### src/rtl/disp_pkg.sv
// rtl/disp_pkg.sv - shared sizes, glyph attribute and FSM state type for the display line writer
package disp_pkg;
    localparam int         SLOT_W     = 16;
    localparam int         NUM_SLOTS  = 32;
    localparam int         LINE_W     = 513;
    localparam logic [7:0] GLYPH_ATTR = 8'hFF;

    typedef enum logic [1:0] {
        ST_IDLE,
        ST_SEND,
        ST_FIN
    } disp_state_e;
endpackage

### src/rtl/disp_slot_sel.sv
// rtl/disp_slot_sel.sv - combinational pick of one character slot out of a packed glyph line
module disp_slot_sel #(
    parameter int NUM_SLOTS = disp_pkg::NUM_SLOTS,
    parameter int SLOT_W    = disp_pkg::SLOT_W,
    parameter int IDX_W     = $clog2(NUM_SLOTS) + 1
) (
    input  logic [disp_pkg::LINE_W-1:0] line_in,
    input  logic [IDX_W-1:0]            idx,
    output logic [SLOT_W-1:0]           slot
);
    import disp_pkg::*;

    // Bits above the last slot carry nothing.
    logic unused_tail;
    assign unused_tail = ^line_in[LINE_W-1:NUM_SLOTS*SLOT_W];

    always_comb begin
        slot = '0;
        for (int i = 0; i < NUM_SLOTS; i++) begin
            if (idx == IDX_W'(i)) begin
                slot = line_in[i*SLOT_W +: SLOT_W];
            end
        end
    end
endmodule

### src/rtl/disp_line_writer.sv
// rtl/disp_line_writer.sv - streams a snapshotted glyph line into display RAM, one slot per beat
// Optional: DISP_SKIP_BLANK_EN suppresses beats for all-zero slots.
module disp_line_writer #(
    parameter int NUM_SLOTS = disp_pkg::NUM_SLOTS,
    parameter int SLOT_W    = disp_pkg::SLOT_W
) (
    input  logic                        clk,
    input  logic                        rst_n,
    input  logic                        start,
    input  logic [disp_pkg::LINE_W-1:0] line_data,
    input  logic [7:0]                  base_addr,
    output logic                        wr_valid,
    input  logic                        wr_ready,
    output logic [7:0]                  wr_addr,
    output logic [SLOT_W-1:0]           wr_data,
    output logic                        busy,
    output logic                        done
);
    import disp_pkg::*;

    localparam int IDX_W = $clog2(NUM_SLOTS) + 1;

    disp_state_e       state_q, state_d;
    logic [LINE_W-1:0] snap_q, snap_d;
    logic [7:0]        base_q, base_d;
    logic [IDX_W-1:0]  idx_q, idx_d;
    logic              wr_valid_q, wr_valid_d;
    logic [7:0]        wr_addr_q, wr_addr_d;
    logic [SLOT_W-1:0] wr_data_q, wr_data_d;
    logic              busy_q, busy_d;
    logic              done_q, done_d;

    logic [LINE_W-1:0] search_src;
    logic [IDX_W-1:0]  search_from;
    logic [IDX_W-1:0]  nxt_idx;
    logic              found;
    logic [SLOT_W-1:0] sel_data;

    // In IDLE the first beat is built straight from the inputs so it can appear the cycle after start.
    assign search_src  = (state_q == ST_IDLE) ? line_data : snap_q;
    assign search_from = (state_q == ST_IDLE) ? '0 : idx_q + 1'b1;

    always_comb begin
        found   = 1'b0;
        nxt_idx = '0;
`ifdef DISP_SKIP_BLANK_EN
        for (int j = NUM_SLOTS - 1; j >= 0; j--) begin
            if ((IDX_W'(j) >= search_from) && (search_src[j*SLOT_W +: SLOT_W] != '0)) begin
                found   = 1'b1;
                nxt_idx = IDX_W'(j);
            end
        end
`else
        found   = (search_from < IDX_W'(NUM_SLOTS));
        nxt_idx = search_from;
`endif
    end

    disp_slot_sel #(
        .NUM_SLOTS (NUM_SLOTS),
        .SLOT_W    (SLOT_W),
        .IDX_W     (IDX_W)
    ) u_slot_sel (
        .line_in (search_src),
        .idx     (nxt_idx),
        .slot    (sel_data)
    );

    always_comb begin
        state_d    = state_q;
        snap_d     = snap_q;
        base_d     = base_q;
        idx_d      = idx_q;
        wr_valid_d = wr_valid_q;
        wr_addr_d  = wr_addr_q;
        wr_data_d  = wr_data_q;
        busy_d     = busy_q;
        done_d     = 1'b0;
        case (state_q)
            ST_IDLE: begin
                if (start) begin
                    snap_d = line_data;
                    base_d = base_addr;
                    if (found) begin
                        state_d    = ST_SEND;
                        idx_d      = nxt_idx;
                        wr_valid_d = 1'b1;
                        wr_addr_d  = base_addr + 8'(nxt_idx);
                        wr_data_d  = sel_data;
                        busy_d     = 1'b1;
                    end else begin
                        state_d = ST_FIN;
                        done_d  = 1'b1;
                    end
                end
            end
            ST_SEND: begin
                if (wr_ready) begin
                    if (found) begin
                        idx_d     = nxt_idx;
                        wr_addr_d = base_q + 8'(nxt_idx);
                        wr_data_d = sel_data;
                    end else begin
                        state_d    = ST_FIN;
                        wr_valid_d = 1'b0;
                        busy_d     = 1'b0;
                        done_d     = 1'b1;
                    end
                end
            end
            ST_FIN:  state_d = ST_IDLE;
            default: state_d = ST_IDLE;
        endcase
    end

    always_ff @(posedge clk) begin
        if (!rst_n) begin
            state_q    <= ST_IDLE;
            snap_q     <= '0;
            base_q     <= '0;
            idx_q      <= '0;
            wr_valid_q <= 1'b0;
            wr_addr_q  <= '0;
            wr_data_q  <= '0;
            busy_q     <= 1'b0;
            done_q     <= 1'b0;
        end else begin
            state_q    <= state_d;
            snap_q     <= snap_d;
            base_q     <= base_d;
            idx_q      <= idx_d;
            wr_valid_q <= wr_valid_d;
            wr_addr_q  <= wr_addr_d;
            wr_data_q  <= wr_data_d;
            busy_q     <= busy_d;
            done_q     <= done_d;
        end
    end

    assign wr_valid = wr_valid_q;
    assign wr_addr  = wr_addr_q;
    assign wr_data  = wr_data_q;
    assign busy     = busy_q;
    assign done     = done_q;
endmodule

### config.mk
export PLATFORM = sky130hd
export DESIGN_NAME = disp_line_writer
export DESIGN_NICKNAME = d
export VERILOG_FILES = /design/src/rtl/disp_pkg.sv /design/src/rtl/disp_slot_sel.sv /design/src/rtl/disp_line_writer.sv
export SDC_FILE = /design/constraint.sdc
export NUM_CORES = 2
export LEC_CHECK = 0
export ABC_AREA = 1
export CORE_MARGIN = 3
export CORE_UTILIZATION = 53
export CTS_BUF_LIST = sky130_fd_sc_hd__clkbuf_8 sky130_fd_sc_hd__clkbuf_16
export CTS_CLUSTER_SIZE = 8
export DETAILED_ROUTE_END_ITERATION = 8
export PLACE_DENSITY = 0.81
export RECOVER_POWER = 100
export SYNTH_ARGS = -nofsm -noshare
export SYNTH_HDL_FRONTEND = slang
export SYNTH_SLANG_ARGS = --single-unit
### constraint.sdc
create_clock -name clk -period 2.95 [get_ports clk]
set_input_delay 0.885 -clock clk [delete_from_list [all_inputs] [get_ports clk]]
set_output_delay 0.885 -clock clk [all_outputs]
set_load 0.05 [all_outputs]
# After elaboration in Yosys (flattened, before gate mapping)
# Index checks and enable logic that the tools add are counted.
# W data, S select, Z words.
[word_totals]
wordCells = 118
out_inout_bits = 27
ff_bits = 554
input_bits = 525
[op_classes]
mux = 61
reduce_logical = 8
eq_ne = 37
n_addsub = 3
n_lt_le_gt_ge = 1
[ops]
columns = ["op", "count"]
rows = [
  ["$mux W16", 35],
  ["$mux W512", 1],
  ["$eq A6 B5 Y1 const B", 16],
  ["$eq A6 B4 Y1 const B", 8],
  ["$mux W8", 4],
  ["$pmux W16 S2", 1],
  ["$eq A6 B3 Y1 const B", 4],
  ["$mux W6", 4],
  ["$add A8 B6 Y8", 2],
  ["$pmux W8 S2", 1],
  ["$eq A6 B2 Y1 const B", 2],
  ["$pmux W6 S2", 1],
  ["$ne A2 B2 Y1 const B", 5],
  ["$reduce_and A5 Y1", 2],
  ["$mux W2", 4],
  ["$mux W1", 7],
  ["$add A6 B1 Y6 const B", 1],
  ["$eq A6 B1 Y1 const B", 1],
  ["$logic_not A6 Y1", 1],
  ["$lt A6 B6 Y1 const B", 1],
  ["$reduce_and A3 Y1", 2],
  ["$pmux W1 S2", 2],
  ["$pmux W2 S2", 1],
  ["$eq A2 B1 Y1 const B", 1],
  ["other kinds (3)", 3],
]

# Depth between registers and ports, before layout
[logic_depth]
depth_word = 38
ltp_mapped = 27
depth_no_buf = 25

# Hierarchy
# A second synthesis with hierarchy kept.
[hier_totals]
hier_cells = 4672
area_unflattened_um2 = 29400.7
[modules_own_cells]
columns = ["module", "n_inst", "cells_each", "area_each_um2", "seq_area_each_um2"]
rows = [
  ["disp_line_writer", 1, 3633, 24956.4, 11110.7],
  ["disp_slot_sel", 1, 1039, 4444.3, 0.0],
]

# Least setup slack after synthesis
# OpenSTA, ideal clock, no wires.
[synth_path]
path_kind = "reg2reg"
startpoint = "register idx_q[0]"
endpoint = "register wr_data_q[11], in the netlist wr_data[11]"
setup_slack_ps = 306
period_less_slack_ps = 2644
path_stages_with_launch = 26
setup_ps = 132
t_required_ps = 2818
arrival_time_ps = 2512
n_path_buf = 2
path_cell_list = "dfxtp_1 ha_1 nand2_1 nor2_1 nor2_1 nand2_2 nand2_4 buf_12 nor2_4 buf_2 a21oi_1 nand4_1 nand2_1 nand4_1 nand2_1 nand4_1 nand2_1 nand4_1 nand2_1 nand4_1 nand2_1 nand4_1 nand2_1 nand4_1 nand2_1 a21oi_1"
[synth_via]
elab_chain_cells = 38
[synth_rtl]
columns = ["element", "line", "text"]
rows = [
  ["start, declared", "disp_line_writer.sv:26", "logic [IDX_W-1:0] idx_q, idx_d;"],
  ["start signal, assigned", "disp_line_writer.sv:131", "idx_q <= idx_d;"],
  ["$add A6 B1 Y6 (*)", "disp_line_writer.sv:41", "assign search_from = (state_q == ST_IDLE) ? '0 : idx_q + 1'b1;"],
  ["$mux W6 (*)", "disp_line_writer.sv:41", ""],
  ["$logic_not A6 Y1", "disp_slot_sel.sv:20", "if (idx == IDX_W'(i)) begin"],
  ["$mux W16 (32 in a row)", "disp_slot_sel.sv:20", ""],
  ["$mux W16 (*)", "disp_line_writer.sv:84, disp_line_writer.sv:99", ""],
  ["$mux W16, on equally long branches", "disp_line_writer.sv:98, disp_line_writer.sv:81", ""],
  ["$pmux W16 S2 (*)", "disp_line_writer.sv:79", "case (state_q)"],
  ["end signal, assigned", "disp_line_writer.sv:134", "wr_data_q <= wr_data_d;"],
  ["end, declared", "disp_line_writer.sv:29", "logic [SLOT_W-1:0] wr_data_q, wr_data_d;"],
]
# Mark *: on every way between the ends. The rest lies on a longest branch, timed or not. The select of a mux whose other input is x is not followed.
# A chain may end at the register's enable or synchronous reset.

# Worst setup path in the final report
[layout_path]
startpoint = "register idx_q[0]"
endpoint = "register wr_data_q[9], in the netlist wr_data[9]"
# The elaborated chain is that of the path after synthesis.

==> results.toml <==
[outcome]
outcome = "complete, but fails checks"
violations = "setup timing"

[clock_tree]
clock_latency_ns = 0.63
htree_num_levels = 3
path_clk_slew_ns = 0.05
cts-root-buf = "clkbuf_16"
numCtsBuffers = 79
clkSinkCount = 554
cts_tree = "built"
clk_path_buf_depth = 3
ctsHoldBuffers = 0

[power]
leakage_nw = 15.9
vdd_drop_max_uv = 546
cellPowerDensity_mw_per_mm2 = 893

[routing]
drt-total-wl_um = 108000
dr.max_layer_used = "met5"
viasPerCell = 5.84
first_pass_iters = 6
wl_met3_um = 10300
routedWlPerCell_um = 19.7
final_antenna_net_count = 0
route.detailed.drc = 0
drt_iter0_drc = 4146
met1_length_um = 42300
dr_wl_met2_um = 49100
vias = 31900

[placement]
gp_congestion = 0.948
io_buffers = 550
place_inst = 5334
hpwl_um = 74300

[sta]
setup_viol = 16
tightestPinTransition_ns = 1.07
maxSlewHeadroom_pct = 28.4
finClkSkew_ns = 0.0241
finalCriticalPeriod_ns = 3.78
fmax_ghz = 0.264
rsz0062_at_grt = "true"
hold_viol = 0
setup_ws_ns = -0.833
slew_viol_final = 0
post-route-period-util_pct = 128
fin_setup_tns_ns = -11.48

[worst_hold_path]
hold_path.class = "reg2reg"

[setup_path]
crit_type = "reg2reg"
worstSetupStartpointType = "flip-flop"
required_ns = 3.44
cp.arrival_ns = 4.28
worstPathMaxFanout = 10
cp-end-kind = "flip-flop"

[final_layout]
area_growth_syn_to_layout_pct = 35.5
drive_gt1_share_pct = 10.3
regArea_mm2 = 0.0111
multiInputGateArea_mm2 = 0.0152
nFillCells = 4124
stdcell_count = 5464
fin_nets = 5292

[grt]
first_global_vias = 28900
grt_pass1_wl_um = 161000
track_usage_pct = 35.6
grt_max_degree = 199
grt_overflow = 0
antenna_found_initial = 9

[logic_synthesis]
seq_area_frac_synth_pct = 38.4
dominantRegCellSynth = "dfxtp_1"
netlist_area_mm2 = 0.0289
synthCells = 4241
synth-async-reset-ratio_pct = 0
yosysWarnings = 0
ys_ff_latch = 554
synthesis.nets = 4774
syn_area_per_cell_um2 = 6.81
synth_cell_types = 38
synth_edf_count = 0

[floorplanning]
placeableCoreArea_mm2 = 0.0532
floorplan.rows = 84
die_area_mm2 = 0.0573
die-width_um = 239
ios = 552
initial_core_util_pct = 54.3
die_y_um = 239

[flow_run]
drv_cap = 0
-- synthesized netlist by cell type (all sizes together) (7+ instances only) --
cell      n  area [um^2]
nand2   755         2850
o21ai   461         2310
nand3    25          160
buf      60          312
or2      39          244
a21oi   274         1370
a211oi  296         2220
dfxtp   554        11100
o211ai  274         2060
nor2    600         2320
clkbuf  286         1070
nand4   113          713
inv     458         1720
o21bai   19          143
nor3     11          104
ha        7         87.6
-- report_power, final --
part / switching, mW / total, mW / internal, mW
clock network: 3.30 / 8.26 / 4.96
logic: 10.5 / 16.0 / 5.49
registers: 0.828 / 10.7 / 9.86
total: 14.6 / 34.9 / 20.3
-- final cells by class --
type	instances	share of cell area [%]
Clock inverter	4	0.0928
Multi-Input combinational cell	2885	38.8
Sequential cell	554	28.4
Clock buffer	84	5.38
Inverter	458	4.47
Timing Repair Buffer	781	20.6
Tap cell	688	2.20
Antenna cell	10	0.0640
-- layout by cell type, fill, tap and decap left out, types with 86 or more instances in the layout --
master and count:
nand2_1 703, nor2_1 580, dfxtp_1 550, clkdlybuf4s50_1 549, o21ai_0 458, inv_1 446, a211oi_1 296, o211ai_1 274
a21oi_1 268, buf_4 151, nand4_1 112, clkbuf_16 86
-- worst paths after layout --
kind         slack (ns)  cells after the start     endpoint   startpoint
max reg2reg       -0.83                     26   wr_data[9]     idx_q[0]
min reg2reg        0.44                      2  snap_q[484]  snap_q[484]
min                0.44                      2  snap_q[484]  snap_q[484]
max               -0.83                     26   wr_data[9]     idx_q[0]
-- worst max-delay path, cell delays in order, from the launching register on --
cell and delay (ns):
dfxtp_2 0.36, buf_6 0.13, nand3_4 0.08, o21bai_1 0.15, nand3_2 0.14, nand2_4 0.13
buf_4 0.13, buf_12 0.11, nor2_4 0.05, bufbuf_16 0.28, buf_4 0.15, a21oi_2 0.09
nand4_1 0.10, nand2_1 0.07, nand4_1 0.21, nand2_1 0.15, nand4_1 0.16, nand2_2 0.14
nand4_1 0.13, nand2_1 0.14, nand4_1 0.16, nand2_1 0.14, nand4_1 0.10, nand2_2 0.12
nand4_1 0.08, nand2_1 0.10, a21oi_1 0.06
-- per-layer routing --
| metal | vias to the layer above | global-route usage, % |
|---|---|---|
| met1 | 14500 | 47.1 |
| met5 | - | 0 |
| li1 | 15300 | - |
| met3 | 319 | 6.00 |
| met2 | 1794 | 56.2 |
| met4 | 4 | 18.6 |
-- timing repair --
| item | CTS | global route |
|---|---|---|
| resized for setup | 102 | 57 |
| pin swaps | 83 | 91 |
| gates cloned | 3 | 2 |
| setup buffers | 19 | 8 |
| setup endpoints to repair | 16 | 52 |
-- kinds of logic (layout without fill, tap and decap cells) --
| family | count (synthesis) | after routing | synth area share [%] |
|---|---|---|---|
| simple gates | 1544 | 1546 | 22.2 |
| buf+inv | 804 | 1327 | 10.8 |
| xor+xnor | 4 | 4 | 0.121 |
| other cells | 0 | 10 | 0 |
| flops | 554 | 554 | 38.4 |
| fa+ha+maj | 8 | 8 | 0.373 |
| compound gates | 1327 | 1327 | 28.1 |
-- stage by stage --
stage	power [mW]	hold WS [ns]	setup slack, ns	utilization, %	area, um^2
after floorplan	19.8	0.425	0.306	-	28900
after global placement	24.9	0.433	-0.952	67.7	36000
after CTS	34.2	0.446	-0.707	72.9	38800
after detailed placement	25.3	0.439	-0.984	67.7	36000
final	34.9	0.444	-0.833	73.5	39100
after global routing	36.8	0.465	-0.994	73.5	39100
-- sequential cells by signal, summed over array words and instances (netlist names) --
name,flops
busy,1
base_q,8
wr_data,16
snap_q,512
state_q,2
done,1
idx_q,6
wr_addr,8
Power figures use the tool's default switching activity.
